==> src/rtl/iot_extremum_filter.sv <==
// -----------------------------------------------------------------------------
// iot_extremum_filter
//
// Streaming extremum filter. Narrow IN_W-bit slices arrive MSB slice first and
// are assembled into DATA_W-bit words. Over a group of GROUP words the block
// tracks either the largest (mode=0) or the smallest (mode=1) word, using an
// unsigned strict comparison so that the earliest word wins on ties. When the
// last slice of the last word is accepted, the winner and its in-group index
// are presented with a one-cycle out_valid pulse and held until the next
// result.
//
// Parameters
//   DATA_W  word width (multiple of IN_W, and at least 2*IN_W)
//   IN_W    slice width
//   GROUP   words per group (>= 2)
//
// Ports
//   clk        clock, rising edge
//   rst        asynchronous active-high reset
//   in_en      slice valid; iot_in accepted when high
//   iot_in     data slice, MSB slice of each word first
//   mode       0 = max, 1 = min; sampled on the first slice of word 0
//   clear      synchronous abort of the partial group (wins over in_en)
//   busy       high while a group is partially received
//   out_valid  one-cycle result pulse
//   out_data   winning word of the last completed group
//   out_idx    index of the winning word within its group
// -----------------------------------------------------------------------------
module iot_extremum_filter #(
    parameter int DATA_W = 128,
    parameter int IN_W   = 8,
    parameter int GROUP  = 8,
    localparam int SLICES = DATA_W / IN_W,
    localparam int IDX_W  = $clog2(GROUP)
) (
    input  logic              clk,
    input  logic              rst,
    input  logic              in_en,
    input  logic [IN_W-1:0]   iot_in,
    input  logic              mode,
    input  logic              clear,
    output logic              busy,
    output logic              out_valid,
    output logic [DATA_W-1:0] out_data,
    output logic [IDX_W-1:0]  out_idx
);

    localparam int SCNT_W = $clog2(SLICES);

    typedef enum logic {
        IDLE    = 1'b0,
        COLLECT = 1'b1
    } state_t;

    state_t state_reg, state_next;

    logic [SCNT_W-1:0]      slice_cnt_reg;
    logic [IDX_W-1:0]       word_cnt_reg;
    // Only the lower DATA_W-IN_W bits are ever needed: the top slice of the
    // previous word is shifted out by the time a word completes.
    logic [DATA_W-IN_W-1:0] shift_reg;
    logic [DATA_W-1:0]      best_reg;
    logic [IDX_W-1:0]       best_idx_reg;
    logic                   mode_reg;
    logic                   out_valid_reg;
    logic [DATA_W-1:0]      out_data_reg;
    logic [IDX_W-1:0]       out_idx_reg;

    logic                   accept;
    logic                   last_slice;
    logic                   first_slice;
    logic                   first_word;
    logic                   last_word;
    logic                   word_done;
    logic                   group_done;
    logic [DATA_W-1:0]      candidate;
    logic                   take;

    // clear has priority: a slice presented together with clear is dropped.
    assign accept      = in_en & ~clear;
    assign first_slice = (slice_cnt_reg == '0);
    assign last_slice  = (slice_cnt_reg == SCNT_W'(SLICES - 1));
    assign first_word  = (word_cnt_reg == '0);
    assign last_word   = (word_cnt_reg == IDX_W'(GROUP - 1));
    assign word_done   = accept & last_slice;
    assign group_done  = word_done & last_word;

    // Full word as it stands once the current slice is appended; on the last
    // slice this is the completed word, otherwise it is the next shift value.
    assign candidate = {shift_reg, iot_in};

    // Word 0 always loads; later words replace only on a strict improvement.
    assign take = first_word |
                  (mode_reg ? (candidate < best_reg) : (candidate > best_reg));

    // ------------------------------------------------------------------ FSM
    always_ff @(posedge clk or posedge rst) begin
        if (rst) begin
            state_reg <= IDLE;
        end else begin
            state_reg <= state_next;
        end
    end

    always_comb begin
        state_next = state_reg;
        busy       = 1'b0;
        case (state_reg)
            IDLE: begin
                if (accept) begin
                    state_next = COLLECT;
                end
            end
            COLLECT: begin
                busy = 1'b1;
                if (clear || group_done) begin
                    state_next = IDLE;
                end
            end
            default: state_next = IDLE;
        endcase
    end

    // ------------------------------------------------------------- counters
    always_ff @(posedge clk or posedge rst) begin
        if (rst) begin
            slice_cnt_reg <= '0;
            word_cnt_reg  <= '0;
        end else if (clear) begin
            slice_cnt_reg <= '0;
            word_cnt_reg  <= '0;
        end else if (accept) begin
            if (last_slice) begin
                slice_cnt_reg <= '0;
                word_cnt_reg  <= last_word ? '0 : word_cnt_reg + IDX_W'(1);
            end else begin
                slice_cnt_reg <= slice_cnt_reg + SCNT_W'(1);
            end
        end
    end

    // ------------------------------------------------------------- datapath
    always_ff @(posedge clk or posedge rst) begin
        if (rst) begin
            shift_reg    <= '0;
            best_reg     <= '0;
            best_idx_reg <= '0;
            mode_reg     <= 1'b0;
        end else if (accept) begin
            shift_reg <= candidate[DATA_W-IN_W-1:0];
            // Direction is fixed for the whole group once word 0 starts.
            if (first_slice && first_word) begin
                mode_reg <= mode;
            end
            if (last_slice && take) begin
                best_reg     <= candidate;
                best_idx_reg <= word_cnt_reg;
            end
        end
    end

    // --------------------------------------------------------------- result
    always_ff @(posedge clk or posedge rst) begin
        if (rst) begin
            out_valid_reg <= 1'b0;
            out_data_reg  <= '0;
            out_idx_reg   <= '0;
        end else begin
            out_valid_reg <= group_done;
            // The final word is judged in the same cycle it completes, so the
            // result comes from the comparison rather than from best_reg.
            if (group_done) begin
                out_data_reg <= take ? candidate : best_reg;
                out_idx_reg  <= take ? word_cnt_reg : best_idx_reg;
            end
        end
    end

    assign out_valid = out_valid_reg;
    assign out_data  = out_data_reg;
    assign out_idx   = out_idx_reg;

endmodule
==> config.mk <==
export PLATFORM = sky130hd
export DESIGN_NAME = iot_extremum_filter
export DESIGN_NICKNAME = d
export VERILOG_FILES = /design/src/rtl/iot_extremum_filter.sv
export SDC_FILE = /design/constraint.sdc
export NUM_CORES = 1
export LEC_CHECK = 0
export CAP_MARGIN = 20
export CORE_ASPECT_RATIO = 0.5
export CORE_MARGIN = 4
export CORE_UTILIZATION = 64
export DETAILED_ROUTE_END_ITERATION = 10
export PLACE_DENSITY_LB_ADDON = 0.05
export SLEW_MARGIN = 10
export SYNTH_ARGS = -nofsm -noshare
export SYNTH_HDL_FRONTEND = slang
export SYNTH_SLANG_ARGS = --single-unit
export TNS_END_PERCENT = 50
==> constraint.sdc <==
create_clock -name clk -period 38.9 [get_ports clk]
set_input_delay 5.835 -clock clk [delete_from_list [all_inputs] [get_ports clk]]
set_output_delay 5.835 -clock clk [all_outputs]
set_load 0.005 [all_outputs]
# Yosys cells after proc, flatten, opt, wreduce, memory -nomap -nowiden
# Index checks and enable logic that the tools add are counted.
[word_totals]
reg_bits = 392
in_bits = 13
output_inout_bits = 133
word_cells = 46
[op_classes]
addsub = 2
order_cmp = 2
eq_ne = 2
muxes = 14
bitwise = 6
reduce_logical = 10
[op_table]
columns = ["operator", "count"]
rows = [
  ["$gt 128x128->1", 1],
  ["$lt 128x128->1", 1],
  ["$mux 128", 1],
  ["$mux 3", 5],
  ["$mux 4", 3],
  ["$reduce_and 2->1", 3],
  ["$add 4x1->4 const B", 1],
  ["$eq 4x4->1 const B", 1],
  ["$logic_not 4->1", 1],
  ["$mux 1", 4],
  ["$reduce_bool 2->1", 2],
  ["$add 3x1->3 const B", 1],
  ["$and 1x1->1", 3],
  ["$eq 3x3->1 const B", 1],
  ["$logic_not 3->1", 1],
  ["$logic_and 1x1->1", 2],
  ["$not 1->1", 2],
  ["$pmux 1 s2", 1],
  ["$logic_or 1x1->1", 1],
  ["$or 1x1->1", 1],
]

# Logic depth before layout (Yosys ltp)
# Gate-level depths: netlist (run 1).
[logic_depth]
depth_word = 7
mapped_depth = 13
mapped_depth_nobuf = 10

# Worst setup path before layout (run 1)
# No wires, ideal clock.
[synth_timing]
path_type = "in2reg"
start = "in iot_in[1]"
end = "reg best_reg[10]"
setup_time_ns = 0.125
arrival_time_ns = 8.153
required_ns = 38.775
path_slack_ns = 30.621
path_stages = 12
path_buffers = 3
cell_sequence = "ha_1 -> nor2b_1 -> o211ai_1 -> a2111o_1 -> a31oi_2 -> o41ai_4 -> a31o_2 -> o21a_1 -> buf_2 -> buf_6 -> buf_6 -> mux2_4"
[synth_between]
elab_chain_len = 5
word_cells_on_any_way = 6
classes_between = "order compare (2); mux (1); bitwise (1); reduce/logical (2)"
[synth_rtl]
columns = ["item", "line_no", "text"]
rows = [
  ["start, declared", "39", "input logic [IN_W-1:0] iot_in,"],
  ["$gt 128x128->1 or $lt 128x128->1 (tied branches)", "94", "(mode_reg ? (candidate < best_reg) : (candidate > best_reg));"],
  ["$mux 1 (*)", "94", ""],
  ["$or 1x1->1 (*)", "93", "assign take = first_word |"],
  ["$logic_and 1x1->1 (*)", "155", "if (last_slice && take) begin"],
  ["$reduce_and 2->1 (no source line) (*)", "-", ""],
  ["end signal, assigned", "156", "best_reg <= candidate;"],
  ["end, declared", "62", "logic [DATA_W-1:0] best_reg;"],
]
# Mark *: on every way between the ends. The rest lies on a longest branch, timed or not.
# A chain may end at the register's enable or synchronous reset.

# Worst setup path in the final report (run 1)
[layout_timing]
start = "in iot_in[1]"
end = "reg best_reg[89]"
# The elaborated chain is that of the path after synthesis.

==> results.toml, run 1 <==
[logic_synthesis]
ys_seq_elements = 392
synthFlopType = "dfrtp_1"
seq_area_frac_synth_pct = 48.7
yosysMostFrequentCell = "nand2_1"
yosysTopAreaCellShare_pct = 48.7
postSynthAreaPerCell_um2 = 9.87
syn_area_um2 = 20100
synth.distinct_cells = 47
syn_nets = 2187
synth_area_leader_cell = "dfrtp_1"
synth_edf_count = 0
synth_async_sr_flop_share_pct = 100
yosys-top-cells-count = "619 x nand2_1, 392 x dfrtp_1, 138 x inv_1"
yosys_warnings = 0
synth_area_leaders = "dfrtp_1 49%, nand2_1 12%, ha_1 8.3%"
syn_inst = 2041

[clock_tree]
cts_resized = 0
cts_buffer_depth = 3
cts_hold_buffers = 0
clock-sinks = 392
cts_buffers = 36
post_cts_buffers = 0
cts_tree = "built"
htreeDepth = 2
clock_latency_ps = 530
clk_pin_slew_ps = 60
root_buffer = "clkbuf_16"

[placement]
pre_cts_ws_ps = 28390
dpl_cell_area_um2 = 21700
gp_congestion = 0.854
numPortBuffers = 145
dpl.hpwl_mm = 30.5

[pwr]
total_leakage_power_nw = 10.5
power_frac_seq_pct = 44.6
p_per_area_nw_per_um2 = 46.2
p_sw_share_pct = 33.7
pwr-share-comb_pct = 22.0
p_int_w = 0.000702
clock_power_share_pct = 33.4
switchingPower_w = 0.000357
peakVddDrop_uv = 45.6

[sta]
finalSetupTns_ps = 0
max_freq_ghz = 0.0994
slew_viol_final = 0
finalCritPeriodShare_pct = 25.9
rsz0062_at_grt = "false"
hold_violations = 0
setup_slack_ps = 28840
slew_headroom_pct = 27.2
fin_worst_skew_ps = 15.8
finalSetupViolCount = 0
tightestPinTransition_ps = 1090
period_minus_slack_ps = 10060

[grt]
grt_overflow = 0
grt_pass1_wl_mm = 82.0
grt.total_usage_pct = 28.9
grt_pass1_vias = 15200
grt_max_degree = 136
antenna_found_initial = 0

[floorplan]
dieWidth_um = 259
die_height_um = 133
dieArea_um2 = 34500
start_util_pct = 65.6
rows = 45
core_um2 = 30700
io_pins = 146

[critical_path]
path_common_cell = "buf_4"
arrival_ps = 10460
path_class = "in -> reg"
cp-start-kind = "input pin"
crit_chain = "clkdlybuf4s50_1 > ha_1 > nor2b_1 > o211ai_1 > a2111o_1 > a31oi_2 > o41ai_4 > a31oi_4 > buf_4 > o21a_4 > buf_4 > mux2_2"
cp_max_fo = 77
max_stage_delay_ps = 850
critPathCaptureType = "register"
critPathRequiredTime_ps = 39310
crit_slowest_cell = "buf_4"

[cells_and_area]
final_util_pct = 74.7
layout-drive-gt1-share_pct = 10.3
multi_input_area_um2 = 9280
final_nets = 2262
antennaDiodeCount = 0
fill_cells = 2252
final_cell_area_um2 = 22900
area_growth_pct = 13.8
register_area_um2 = 9810

[route]
firstDrtPassIters = 5
drtAntennaViolNets = 0
drt_iter0_drc = 1185
wl_per_cell_um = 19.3
vias = 15400
drc = 0
wirelength_mm = 49.4
viasPerCell = 5.99

[outcome]
status = "completed"

[hold_path]
min_path_type = "reg -> reg"

[run]
maxCapViolations = 0
-- area by class of cell --
| cell class | instances | area share, % |
|---|---|---|
| timing repair buffer | 163 | 7.00 |
| inverter | 138 | 2.30 |
| tap | 423 | 2.31 |
| clock inverter | 5 | 0.120 |
| sequential | 392 | 42.8 |
| clock buffer | 57 | 4.94 |
| multi-input combinational | 1385 | 40.5 |
-- worst max-delay path, delay by kind of cell --
family	cells	cell delay, ps
AND/OR/NAND/NOR	1	120
AO/OA/AOI/OAI	6	1640
multiplexers	1	410
buffers and inverters	3	1980
adder cells (fa/ha/maj)	1	320
-- metal layers --
metal  global-route usage (%)  vias to the layer above  part of all wire (%)
met5                        0                        -                     0
met4                     6.35                        0                   1.9
met3                     4.06                       75                   5.0
met2                     46.0                      401                    46
met1                     43.0                     7685                    47
li1                         -                     7195                     -
-- cells by family (layout without fill, tap and decap cells) --
kind of cell,count (synthesis),count (layout),synth area share (%)
and+or+nand+nor,845,845,18.9
AOI/OAI and AO/OA,271,271,9.49
adders and majority gates,133,133,8.26
muxes,135,135,9.19
DFF,392,392,48.7
xor gates and xnor gates,1,1,0.0435
buffers and inverters,264,363,5.42
-- layout by cell type, fill, tap and decap left out, drive strengths merged, types with 2 or more instances in the layout --
master	Yosys	layout
ha	133	133
a21o	7	7
o22a	19	19
clkinv	0	4
o31ai	20	20
o41ai	2	2
nand3	14	14
dfrtp	392	392
nor3	6	6
a221oi	7	7
and4	5	5
o211ai	110	110
nor2b	2	2
mux2i	3	3
clkdlybuf4s50	0	145
or4	110	110
inv	138	138
buf	30	18
nand2b	5	5
a21oi	57	57
clkbuf	96	57
nand4	31	31
o21ai	28	28
nand2	619	619
mux2	132	132
a31oi	7	7
o21a	2	2
nor2	26	26
and3	21	21
nor4	6	6
a211oi	3	3
a31o	3	3
-- stage by stage --
stage / power (W) / hold WS [ps] / std cells
finish: 0.00106 / 476 / 2563
CTS: 0.00106 / 476 / 2561
global placement: 0.000700 / 463 / 2499
floorplan: 0.000628 / 472 / 2041
global route: 0.00111 / 493 / 2563
detailed placement: 0.000705 / 464 / 2499
-- power by group through the flow --
| stage | registers [W] | logic [W] | clock network, W |
|---|---|---|---|
| global placement | 0.000478 | 0.000222 | 0 |
| detailed placement | 0.000477 | 0.000228 | 0 |
| finish | 0.000472 | 0.000233 | 0.000353 |
| global route | 0.000475 | 0.000261 | 0.000375 |
| CTS | 0.000471 | 0.000229 | 0.000358 |
| floorplan | 0.000463 | 0.000165 | 0 |
-- worst paths after layout --
path / startpoint / endpoint / slack, ps / cells past startpoint
max: iot_in[1] / best_reg[89] / 28840 / 12
min: state_reg / state_reg / 480 / 1
max reg2reg: shift_reg[54] / best_reg[89] / 33340 / 10
min reg2reg: state_reg / state_reg / 480 / 1
max in group asynchronous: rst / shift_reg[83] / 30000 / 5
min in group asynchronous: rst / out_data[43] / 5890 / 2
No activity file was read; power rests on OpenSTA's default activity.
==> inputs of run 2 (changes only) <==
--- a/config.mk
+++ b/config.mk
@@ -8,7 +8,7 @@
 export CAP_MARGIN = 20
 export CORE_ASPECT_RATIO = 0.5
 export CORE_MARGIN = 4
-export CORE_UTILIZATION = 64
+export CORE_UTILIZATION = 54
 export DETAILED_ROUTE_END_ITERATION = 10
 export PLACE_DENSITY_LB_ADDON = 0.05
 export SLEW_MARGIN = 10
==> constraint.sdc (replaced) <==
create_clock -name clk -period 8.98 [get_ports clk]
set_input_delay 1.347 -clock clk [delete_from_list [all_inputs] [get_ports clk]]
set_output_delay 1.347 -clock clk [all_outputs]
set_load 0.005 [all_outputs]
==> run 2 against run 1 <==
Against the previous run:
- routed wire length up 2.5%
- worst hold slack better by 16 ps
- final area up 0.44%
- setup slack worse by 25000 ps
- flip-flop and latch count unchanged
- die area up 18%
- largest cell class unchanged
- global-route usage down 3.6 points
- sequential power rose to 4.3 times the previous value
- via count down 2.1%
==> results.toml, run 2 (same netlist as run 1, synthesis figures left out) <==
[pwr]
p_per_area_nw_per_um2 = 201
total_leakage_power_nw = 10.5
peakVddDrop_uv = 294
total_power_w = 0.00463
clock_power_share_pct = 34.3
p_int_w = 0.00306
power_frac_seq_pct = 44.2
p_sw_share_pct = 33.9
pwr-share-comb_pct = 21.6
switchingPower_w = 0.00157

[critical_path]
critPathCaptureType = "register"
arrival_ps = 5950
rrSetupSlack_ps = 3450
cp_max_fo = 74
path_class = "reg -> reg"
critPathRequiredTime_ps = 9400
crit_slowest_cell = "o21a_4"
max_stage_delay_ps = 920
crit_chain = "ha_1 > nand4_1 > nor3_1 > a21boi_0 > o41ai_4 > a31oi_4 > o21a_4 > buf_12 > mux2_4"
path_buf_inv = 1
cpLargestDelayFamily = "compound AO/OA/AOI/OAI gates"
cp-start-kind = "register"

[route]
wirelength_mm = 50.6
drt_iter0_drc = 1279
drtAntennaViolNets = 0
viasPerCell = 5.73
drc = 0
vias = 15000
firstDrtPassIters = 5
wl_per_cell_um = 19.3

[sta]
slew_headroom_pct = 28.0
fin_worst_skew_ps = 23.0
tightestPinTransition_ps = 1080
finalSetupTns_ps = 0
finalCritPeriodShare_pct = 61.6
finalSetupViolCount = 0
period_minus_slack_ps = 5530
max_freq_ghz = 0.181
slew_viol_final = 0
rsz0062_at_grt = "false"
hold_violations = 0

[hold_path]
min_path_type = "reg -> reg"

[clock_tree]
htreeDepth = 2
clock_latency_ps = 550
clk_pin_slew_ps = 70
cts_buffers = 37
clock-sinks = 392
root_buffer = "clkbuf_16"
cts_buffer_depth = 3
cts_tree = "built"
cts_resized = 0
cts_hold_buffers = 0
post_cts_buffers = 0

[cells_and_area]
final_nets = 2263
layout-drive-gt1-share_pct = 10.2
antennaDiodeCount = 0
layout_commonest_cell = "nand2_1"
most-common-layout-cells = "618 x nand2_1, 392 x dfrtp_1, 145 x clkdlybuf4s50_1"
area_growth_pct = 14.3

[floorplan]
dieWidth_um = 281
io_pins = 146
core_um2 = 36400
start_util_pct = 55.4
dieArea_um2 = 40600
rows = 49
die_height_um = 145

[placement]
gp_congestion = 0.827
dpl.hpwl_mm = 32.0
numPortBuffers = 145

[grt]
grt_overflow = 0
grt_pass1_vias = 15100
grt_max_degree = 139
grt_pass1_wl_mm = 83.0
antenna_found_initial = 0
grt.total_usage_pct = 25.3

[run]
maxCapViolations = 0

[outcome]
status = "completed"
==> run 2: final timing paths <==
path | start | endpoint | cells after the start
max | shift_reg[54] | best_reg[25] | 9
min | state_reg | state_reg | 1
max reg2reg | shift_reg[54] | best_reg[25] | 9
min reg2reg | state_reg | state_reg | 1
max in group asynchronous | rst | best_reg[111] | 4
min in group asynchronous | rst | out_data[43] | 2
==> run 2: cell type report <==
class / count / area [µm²]
clock inverters: 9 / 103
well taps: 484 / 606
fillers: 3021 / 13300
inverters: 138 / 524
flip-flops and latches: 392 / 9810
clock buffers: 52 / 1070
repair buffers: 163 / 1610
multi-input cells: 1385 / 9280
==> run 2: power by group through the flow <==
stage	clock (W)	sequential (W)	combinational, W
3_5_place_dp	0	0.00207	0.000987
3_3_place_gp	0	0.00207	0.000976
2_1_floorplan	0	0.00201	0.000714
5_1_grt	0.00169	0.00206	0.00112
4_1_cts	0.00161	0.00204	0.000995
6_report	0.00159	0.00205	0.000998
==> run 2: layer usage <==
metal	share of wire [%]	up-vias	GRT usage, %
met5	0	-	0
met4	1.5	0	5.30
met3	3.9	52	3.60
met2	46	282	40.6
met1	49	7526	37.2
li1	-	7181	-
==> run 2: metrics by stage <==
stage / instance area (µm²) / hold WS (ps) / worst slack [ps] / cells / utilization (%)
global route: 23000 / 506 / 3270 / 2623 / 63.3
floorplan: 20100 / 472 / 2360 / 2041 / -
detailed placement: 21800 / 475 / 2970 / 2562 / 60.1
finish: 23000 / 492 / 3450 / 2623 / 63.3
global placement: 21800 / 470 / 3010 / 2562 / 60.1
CTS: 23000 / 489 / 3480 / 2623 / 63.3
==> inputs of run 3 (changes only) <==
==> constraint.sdc (replaced) <==
create_clock -name clk -period 4.96 [get_ports clk]
set_input_delay 0.744 -clock clk [delete_from_list [all_inputs] [get_ports clk]]
set_output_delay 0.744 -clock clk [all_outputs]
set_load 0.005 [all_outputs]
==> run 3 against run 2 <==
Against the previous run:
- flip-flop and latch count did not move
- highest routed layer unchanged
- via count up 1.7%
- critical path depth is 2 higher
- largest cell class unchanged
- first-iteration DRC count decreased by 6.0%
- sequential power increased by 80%
- maximum frequency grew 33%
- combinational power up 91%
- cell count is 0.53% higher
- total power rose by 85%
- routed wire length up 1.7%
- worst hold slack worse by 4.4 ps
- clock-buffer cell count grew 3
- critical endpoint is now out_data[86]
==> results.toml, run 3 (same netlist as run 1, synthesis figures left out) <==
[floorplan]
dieArea_um2 = 40600
rows = 49
io_pins = 146
dieWidth_um = 281
die_height_um = 145
start_util_pct = 55.4
core_um2 = 36400

[route]
drtAntennaViolNets = 0
firstDrtPassIters = 5
wl_per_cell_um = 19.5
wirelength_mm = 51.5
drt_iter0_drc = 1202
vias = 15300
drc = 0
viasPerCell = 5.80

[clock_tree]
cts_buffer_depth = 3
cts_tree = "built"
cts_hold_buffers = 0
clock-sinks = 392
root_buffer = "clkbuf_16"
post_cts_buffers = 0
clk_pin_slew_ps = 70
htreeDepth = 2
cts_buffers = 37
clock_latency_ps = 540
cts_resized = 0

[placement]
numPortBuffers = 145
pre_cts_ws_ps = 785
dpl_cell_area_um2 = 22100
gp_congestion = 0.831
dpl.hpwl_mm = 32.3

[hold_path]
min_path_type = "reg -> reg"

[critical_path]
cp_max_fo = 131
cp-start-kind = "register"
critPathCaptureType = "register"
arrival_ps = 4600
critPathRequiredTime_ps = 5410
path_class = "reg -> reg"

[grt]
grt_pass1_vias = 15100
grt_pass1_wl_mm = 84.2
grt_max_degree = 132
grt_overflow = 0
antenna_found_initial = 0
grt.total_usage_pct = 25.7

[cells_and_area]
most-common-layout-cells = "618 x nand2_1, 392 x dfrtp_1, 145 x clkdlybuf4s50_1"
final_nets = 2274
layout_commonest_cell = "nand2_1"
final_cell_area_um2 = 23300
layout-drive-gt1-share_pct = 10.6
area_growth_pct = 15.7

[run]
maxCapViolations = 0

[sta]
fin_worst_skew_ps = 14.6
max_freq_ghz = 0.241
period_minus_slack_ps = 4160
finalSetupViolCount = 0
setup_slack_ps = 803
slew_viol_final = 0
finalCritPeriodShare_pct = 83.8
rsz0062_at_grt = "false"
slew_headroom_pct = 31.3
hold_violations = 0
tightestPinTransition_ps = 1030

[pwr]
p_per_area_nw_per_um2 = 367
total_leakage_power_nw = 10.7
peakVddDrop_uv = 487

[outcome]
status = "completed"
==> run 3: area by class of cell <==
type / instances / area, µm²
clock inverters: 8 / 144
fillers: 3044 / 13000
well taps: 484 / 606
clock buffers: 55 / 1060
inverters: 138 / 524
diodes: 1 / 2.50
repair buffers: 174 / 1880
multi-input cells: 1385 / 9280
flip-flops and latches: 392 / 9810
==> run 3: critical path, cell delays in order, from the launching register on <==
cell	delay, ps
dfrtp_1	440
ha_1	340
a21oi_1	220
o21ai_0	120
a221oi_1	570
a21boi_0	280
o41ai_4	660
a31o_4	270
buf_12	480
nor2_4	90
buf_12	230
o211ai_1	260
==> run 3: path summary, 6_finish.rpt <==
kind / startpoint / end / slack [ps] / cells past startpoint
max: shift_reg[35] / out_data[86] / 800 / 11
min: state_reg / state_reg / 490 / 1
max reg2reg: shift_reg[35] / out_data[86] / 800 / 11
min reg2reg: state_reg / state_reg / 490 / 1
max in group asynchronous: rst / out_data[85] / 3260 / 3
min in group asynchronous: rst / shift_reg[34] / 670 / 2
==> run 3: metrics by stage <==
stage | utilization, % | power, W | TNS [ps] | std cells | hold slack [ps]
3_5_place_dp | 60.7 | 0.00563 | 0 | 2572 | 474
6_report | 64.1 | 0.00856 | 0 | 2637 | 487
5_1_grt | 64.1 | 0.00900 | 0 | 2636 | 513
2_1_floorplan | - | 0.00492 | -414680 | 2041 | 472
3_3_place_gp | 60.7 | 0.00560 | 0 | 2572 | 470
4_1_cts | 64.0 | 0.00859 | 0 | 2635 | 494
==> run 3: per-layer routing <==
layer	vias to the layer above	share of wire [%]	track usage (%)
met1	7624	49	38.6
met3	72	4.2	3.57
li1	7235	-	-
met5	-	0	0
met2	371	45	40.1
met4	0	1.8	5.62
==> run 3: report_power, final <==
group / internal [W] / switching (W) / leakage (nW)
registers: 0.00338 / 0.000317 / 5.40
clock network: 0.00169 / 0.00126 / 0.592
logic: 0.000604 / 0.00130 / 4.67
